===== src/rtl/slot_arbiter_rr.sv =====
// Round-robin time-slot arbiter: one requester owns the resource for a slice of
// K cycles (or until it drops its request), then priority rotates past it.
module slot_arbiter_rr #(
    parameter  int N   = 4,
    parameter  int W   = 4,
    localparam int IDW = (N > 1) ? $clog2(N) : 1
) (
    input  logic           i_clk,
    input  logic           i_reset,
    input  logic [W-1:0]   i_slice_len,
    input  logic [N-1:0]   i_req,
    output logic [N-1:0]   o_grant,
    output logic [IDW-1:0] o_grant_id,
    output logic           o_busy,
    output logic [W-1:0]   o_slice_cnt,
    output logic           o_slice_end
);

    typedef enum logic {S_IDLE, S_GRANT} state_t;

    state_t         r_state;
    logic [IDW-1:0] r_ptr;
    logic [IDW-1:0] r_gid;
    logic [N-1:0]   r_grant;
    logic [W-1:0]   r_len;
    logic [W-1:0]   r_cnt;
    logic           r_busy;
    logic           r_slice_end;

    logic [W-1:0]   w_len_in;
    logic [IDW-1:0] w_nxt_ptr;
    logic [IDW-1:0] w_arb_ptr;
    logic [IDW-1:0] w_win;
    logic           w_found;
    logic           w_last;
    logic           w_handover;

    assign w_len_in   = (i_slice_len == '0) ? W'(1) : i_slice_len;
    assign w_last     = (r_cnt == r_len - W'(1));
    assign w_handover = w_last || !i_req[r_gid];
    assign w_nxt_ptr  = (r_gid == IDW'(N-1)) ? '0 : r_gid + IDW'(1);
    // At a handover the search already starts past the outgoing grantee.
    assign w_arb_ptr  = (r_state == S_GRANT) ? w_nxt_ptr : r_ptr;

    // Scan downward so the last hit is the nearest set bit from the pointer.
    always_comb begin
        w_found = 1'b0;
        w_win   = '0;
        for (int i = N-1; i >= 0; i--) begin
            if (i_req[(int'(w_arb_ptr) + i) % N]) begin
                w_found = 1'b1;
                w_win   = IDW'((int'(w_arb_ptr) + i) % N);
            end
        end
    end

    always_ff @(posedge i_clk) begin
        if (!i_reset) begin
            r_state     <= S_IDLE;
            r_ptr       <= '0;
            r_gid       <= '0;
            r_grant     <= '0;
            r_len       <= '0;
            r_cnt       <= '0;
            r_busy      <= 1'b0;
            r_slice_end <= 1'b0;
        end else begin
            case (r_state)
                S_IDLE: begin
                    if (w_found) begin
                        r_state     <= S_GRANT;
                        r_gid       <= w_win;
                        r_grant     <= N'(1) << w_win;
                        r_len       <= w_len_in;
                        r_cnt       <= '0;
                        r_busy      <= 1'b1;
                        r_slice_end <= (w_len_in == W'(1));
                    end
                end
                S_GRANT: begin
                    if (w_handover) begin
                        r_ptr <= w_nxt_ptr;
                        if (w_found) begin
                            r_gid       <= w_win;
                            r_grant     <= N'(1) << w_win;
                            r_len       <= w_len_in;
                            r_cnt       <= '0;
                            r_slice_end <= (w_len_in == W'(1));
                        end else begin
                            r_state     <= S_IDLE;
                            r_gid       <= '0;
                            r_grant     <= '0;
                            r_cnt       <= '0;
                            r_busy      <= 1'b0;
                            r_slice_end <= 1'b0;
                        end
                    end else begin
                        r_cnt       <= r_cnt + W'(1);
                        r_slice_end <= (r_cnt + W'(1) == r_len - W'(1));
                    end
                end
                default: r_state <= S_IDLE;
            endcase
        end
    end

    assign o_grant     = r_grant;
    assign o_grant_id  = r_gid;
    assign o_busy      = r_busy;
    assign o_slice_cnt = r_cnt;
    assign o_slice_end = r_slice_end;

endmodule


===== config.mk =====
export PLATFORM = sky130hd
export DESIGN_NAME = slot_arbiter_rr
export DESIGN_NICKNAME = d
export VERILOG_FILES = /design/src/rtl/slot_arbiter_rr.sv
export SDC_FILE = /design/constraint.sdc
export NUM_CORES = 1
export LEC_CHECK = 0
export CAP_MARGIN = 5
export CORE_MARGIN = 3
export CORE_UTILIZATION = 55
export CTS_CLUSTER_DIAMETER = 50
export CTS_CLUSTER_SIZE = 24
export DETAILED_ROUTE_END_ITERATION = 7
export DONT_BUFFER_PORTS = 1
export GPL_TIMING_DRIVEN = 0
export PLACE_DENSITY = 0.81
export SLEW_MARGIN = 20
export SYNTH_ARGS = -nofsm -noshare
export SYNTH_HDL_FRONTEND = slang
export SYNTH_SLANG_ARGS = --single-unit

===== constraint.sdc =====
create_clock -name i_clk -period 4.45 [get_ports i_clk]
set_clock_uncertainty 0.05 [all_clocks]
set_input_delay 0.89 -clock i_clk [delete_from_list [all_inputs] [get_ports i_clk]]
set_output_delay 0.89 -clock i_clk [all_outputs]
set_load 0.005 [all_outputs]

==> flow_summary_export.csv <==
group,metric,value,unit
power_and_ir_drop,p_int,274.3,uW
global_route,use_met2,32.43,%
finish,fillers,174,
routing,drt_drc_violations_left,0,
global_route,gr-usage-all-layers,20.78,%
timing,final-hold-violation-count,0,
yosys,synth_edf_count,0,
critical_path,worst-setup-path-type,"flop to flop",
global_route,grt_pass1_wl,4222,microns
finish,final_cell_mix,"dfxtp_1 (19), nand2_1 (14), nor2_1 (10)",
clock_network,cts_tree,"done",
routing,routed_wl,2402,microns
critical_path,critPathLaunchType,"flop",
clock_network,cts_root_buf,"clkbuf_4",
finish,area_delta_synth_final,5.155,%
floorplanning,core,0.001982,sq mm
yosys,yosysWarnings,0,
clock_network,cts_buffers,3,
global_route,grt_pass1_vias,956,
routing,ant_nets,0,
yosys,synthDominantCellAreaShare,32.65,%
clock_network,cts_resized,0,
floorplanning,initial_core_util,58.78,%
global_route,grt.overflow.total,0,
clock_network,ctsHoldBuffers,0,
critical_path,r2r_slack,2.00,ns
timing,fmax,0.4090,GHz
timing,rsz0062_at_grt,"no",
floorplanning,num_rows,16,
routing,dr_total_vias,947,
yosys,synthesis.area,0.001165,sq mm
yosys,synth_top_cell_by_area,"dfxtp_1",
placed_design,port_buffers,0,
placed_design,postPlaceCellArea,0.001199,sq mm
global_route,grt_antenna_before_repair,0,
finish,fin_util,61.81,%
yosys,ys_ff_latch,19,
finish,n_antenna_cell,0,
routing,vias_per_cell,5.919,
clock_network,cts_setup_buffers,0,
job,maxCapViolations,0,
power_and_ir_drop,p_per_area,332.8,mW/mm^2
timing,worst_pin_slew,0.6792,ns
global_route,gr-usage-met3,4.871,%
power_and_ir_drop,p_sw,133.3,uW
status,status,"finished, final reports clean",
global_route,grt_max_degree,11,
yosys,synth_area_per_cell,9.030,sq um
routing,routedWlPerCell,15.01,microns
finish,fin_area,0.001225,sq mm
power_and_ir_drop,netSwitchingFraction,32.71,%
timing,period_needed,2.445,ns
timing,fin_crit_sh,54.95,%
clock_network,clock_sinks,19,
timing,fin_tns_setup,0,ns
yosys,synth_cells,129,
finish,layout.cells.most_common,"dfxtp_1",
clock_network,clk_pin_slew,0.11,ns
floorplanning,io_pins,22,
power_and_ir_drop,leakage,0.0004781,uW
timing,final-max-slew-violation-count,0,
floorplanning,die-area,0.002706,sq mm
global_route,grt_busiest_layer,"met2",
finish,nNetsFinal,148,
yosys,synthArstFlopShare,0,%
global_route,grt_use_met1,26.69,%
floorplanning,die_w,52.02,microns
clock_network,insertion_delay,0.31,ns
yosys,synthDistinctLibCells,44,
critical_path,path_max_fanout,6,
critical_path,required,4.66,ns
clock_network,clockBufferDepth,2,
critical_path,cp.arrival,2.65,ns
yosys,ys_seq_area_share,32.65,%
timing,setup_violations,0,
routing,detailedRoute.firstIterationViolations,30,
routing,dr.pass1.iters,4,
yosys,syn_nets,143,
critical_path,cp-end-kind,"flop",
placed_design,hpwl,1845,microns
power_and_ir_drop,p_clk_share,22.7,%
timing,relSlewSlack,54.63,%
power_and_ir_drop,pwr-share-seq,49.0,%
clock_network,cts_htree_levels,1,
floorplanning,die_y,52.02,microns
placed_design,gp_congestion,0.7665,
yosys,netlist_top_cells_area,"dfxtp_1 (33%), xnor2_1 (5.3%), nand2_1 (4.5%)",
yosys,ys.flop_type,"dfxtp_1",
min_path,hold_class,"flop to flop",
power_and_ir_drop,pwr-share-comb,28.3,%
finish,drive_above_1_share,10.53,%
power_and_ir_drop,peakVddDrop,0.0002461,V
Yosys cell counts (2+ instances only):
library cell / n
xor2_1: 4
inv_1: 5
nand2_1: 14
o31ai_1: 2
clkbuf_1: 3
nor2_1: 10
nand3b_1: 2
xnor2_1: 7
ha_1: 4
a21boi_0: 5
a21oi_1: 3
mux2i_1: 4
nand2b_1: 2
nand4_1: 3
dfxtp_1: 19
and2_1: 2
o21ai_0: 2
nand3_1: 5
nor2b_1: 8
cell type report:
type	instances	area [sq um]	area share, %
multi-input combinational	101	743.2	60.67
sequential	19	380.4	31.05
tap	27	33.78	2.758
clock buffer	4	26.28	2.145
buffer	4	22.52	1.839
inverter	5	18.77	1.532
metal layers:
| metal | part of all wire (%) | wire length (microns) |
|---|---|---|
| met5 | 0 | 0 |
| met4 | 1.7 | 42 |
| met3 | 6.4 | 154 |
| met2 | 48 | 1142 |
| met1 | 44 | 1063 |
path summary, 6_finish.rpt:
path / end / depth (start not counted) / from
hold / removal: o_grant[0] / 2 / o_grant[0]
hold reg to reg: o_grant[0] / 2 / o_grant[0]
setup reg to reg: o_grant[3] / 7 / o_grant_id[0]
setup / recovery: o_grant[3] / 7 / o_grant_id[0]
critical path: stages (launching register included):
cell	delay [ns]
dfxtp_1	0.50
ha_1	0.33
mux2i_4	0.22
mux2i_1	0.11
or4_4	0.54
or3_4	0.36
nand2b_4	0.15
a21boi_2	0.14
power by group through the flow:
stage	sequential, uW	combinational (uW)	clock (uW)
floorplan	200	96.3	0
finish	200	115	92.5
global route	202	128	98.6
detailed placement	204	114	0
global placement	203	109	0
CTS	200	115	94.0
sequential cells by signal, indices dropped and copies added (netlist names):
| name | cells |
|---|---|
| o_grant | 4 |
| o_grant_id | 2 |
| o_slice_end | 1 |
| o_slice_cnt | 4 |
| r_ptr | 2 |
| o_busy | 1 |
| r_state | 1 |
| r_len | 4 |
cell families after synthesis:
logic type               count (synthesis)  synth area share [%]
AO/OA/AOI/OAI                           24                 16.33
XOR/XNOR                                11                 8.270
adder cells (fa/ha/maj)                  4                 4.297
buffers and inverters                    9                 3.545
flip-flops                              19                 32.65
multiplexers                             6                 7.304
AND/OR/NAND/NOR                         56                 27.60
stage by stage:
step / cells / setup slack (ns) / total power [uW] / hold WS (ns)
3_3_place_gp: 156 / 1.991 / 312.1 / 0.4036
3_5_place_dp: 156 / 1.944 / 317.8 / 0.4161
6_report: 160 / 2.005 / 407.7 / 0.4424
5_1_grt: 160 / 1.770 / 429.2 / 0.4770
4_1_cts: 160 / 1.999 / 408.8 / 0.4472
2_1_floorplan: 129 / 2.147 / 296.5 / 0.3858
No activity file was read; power rests on OpenSTA's default activity.
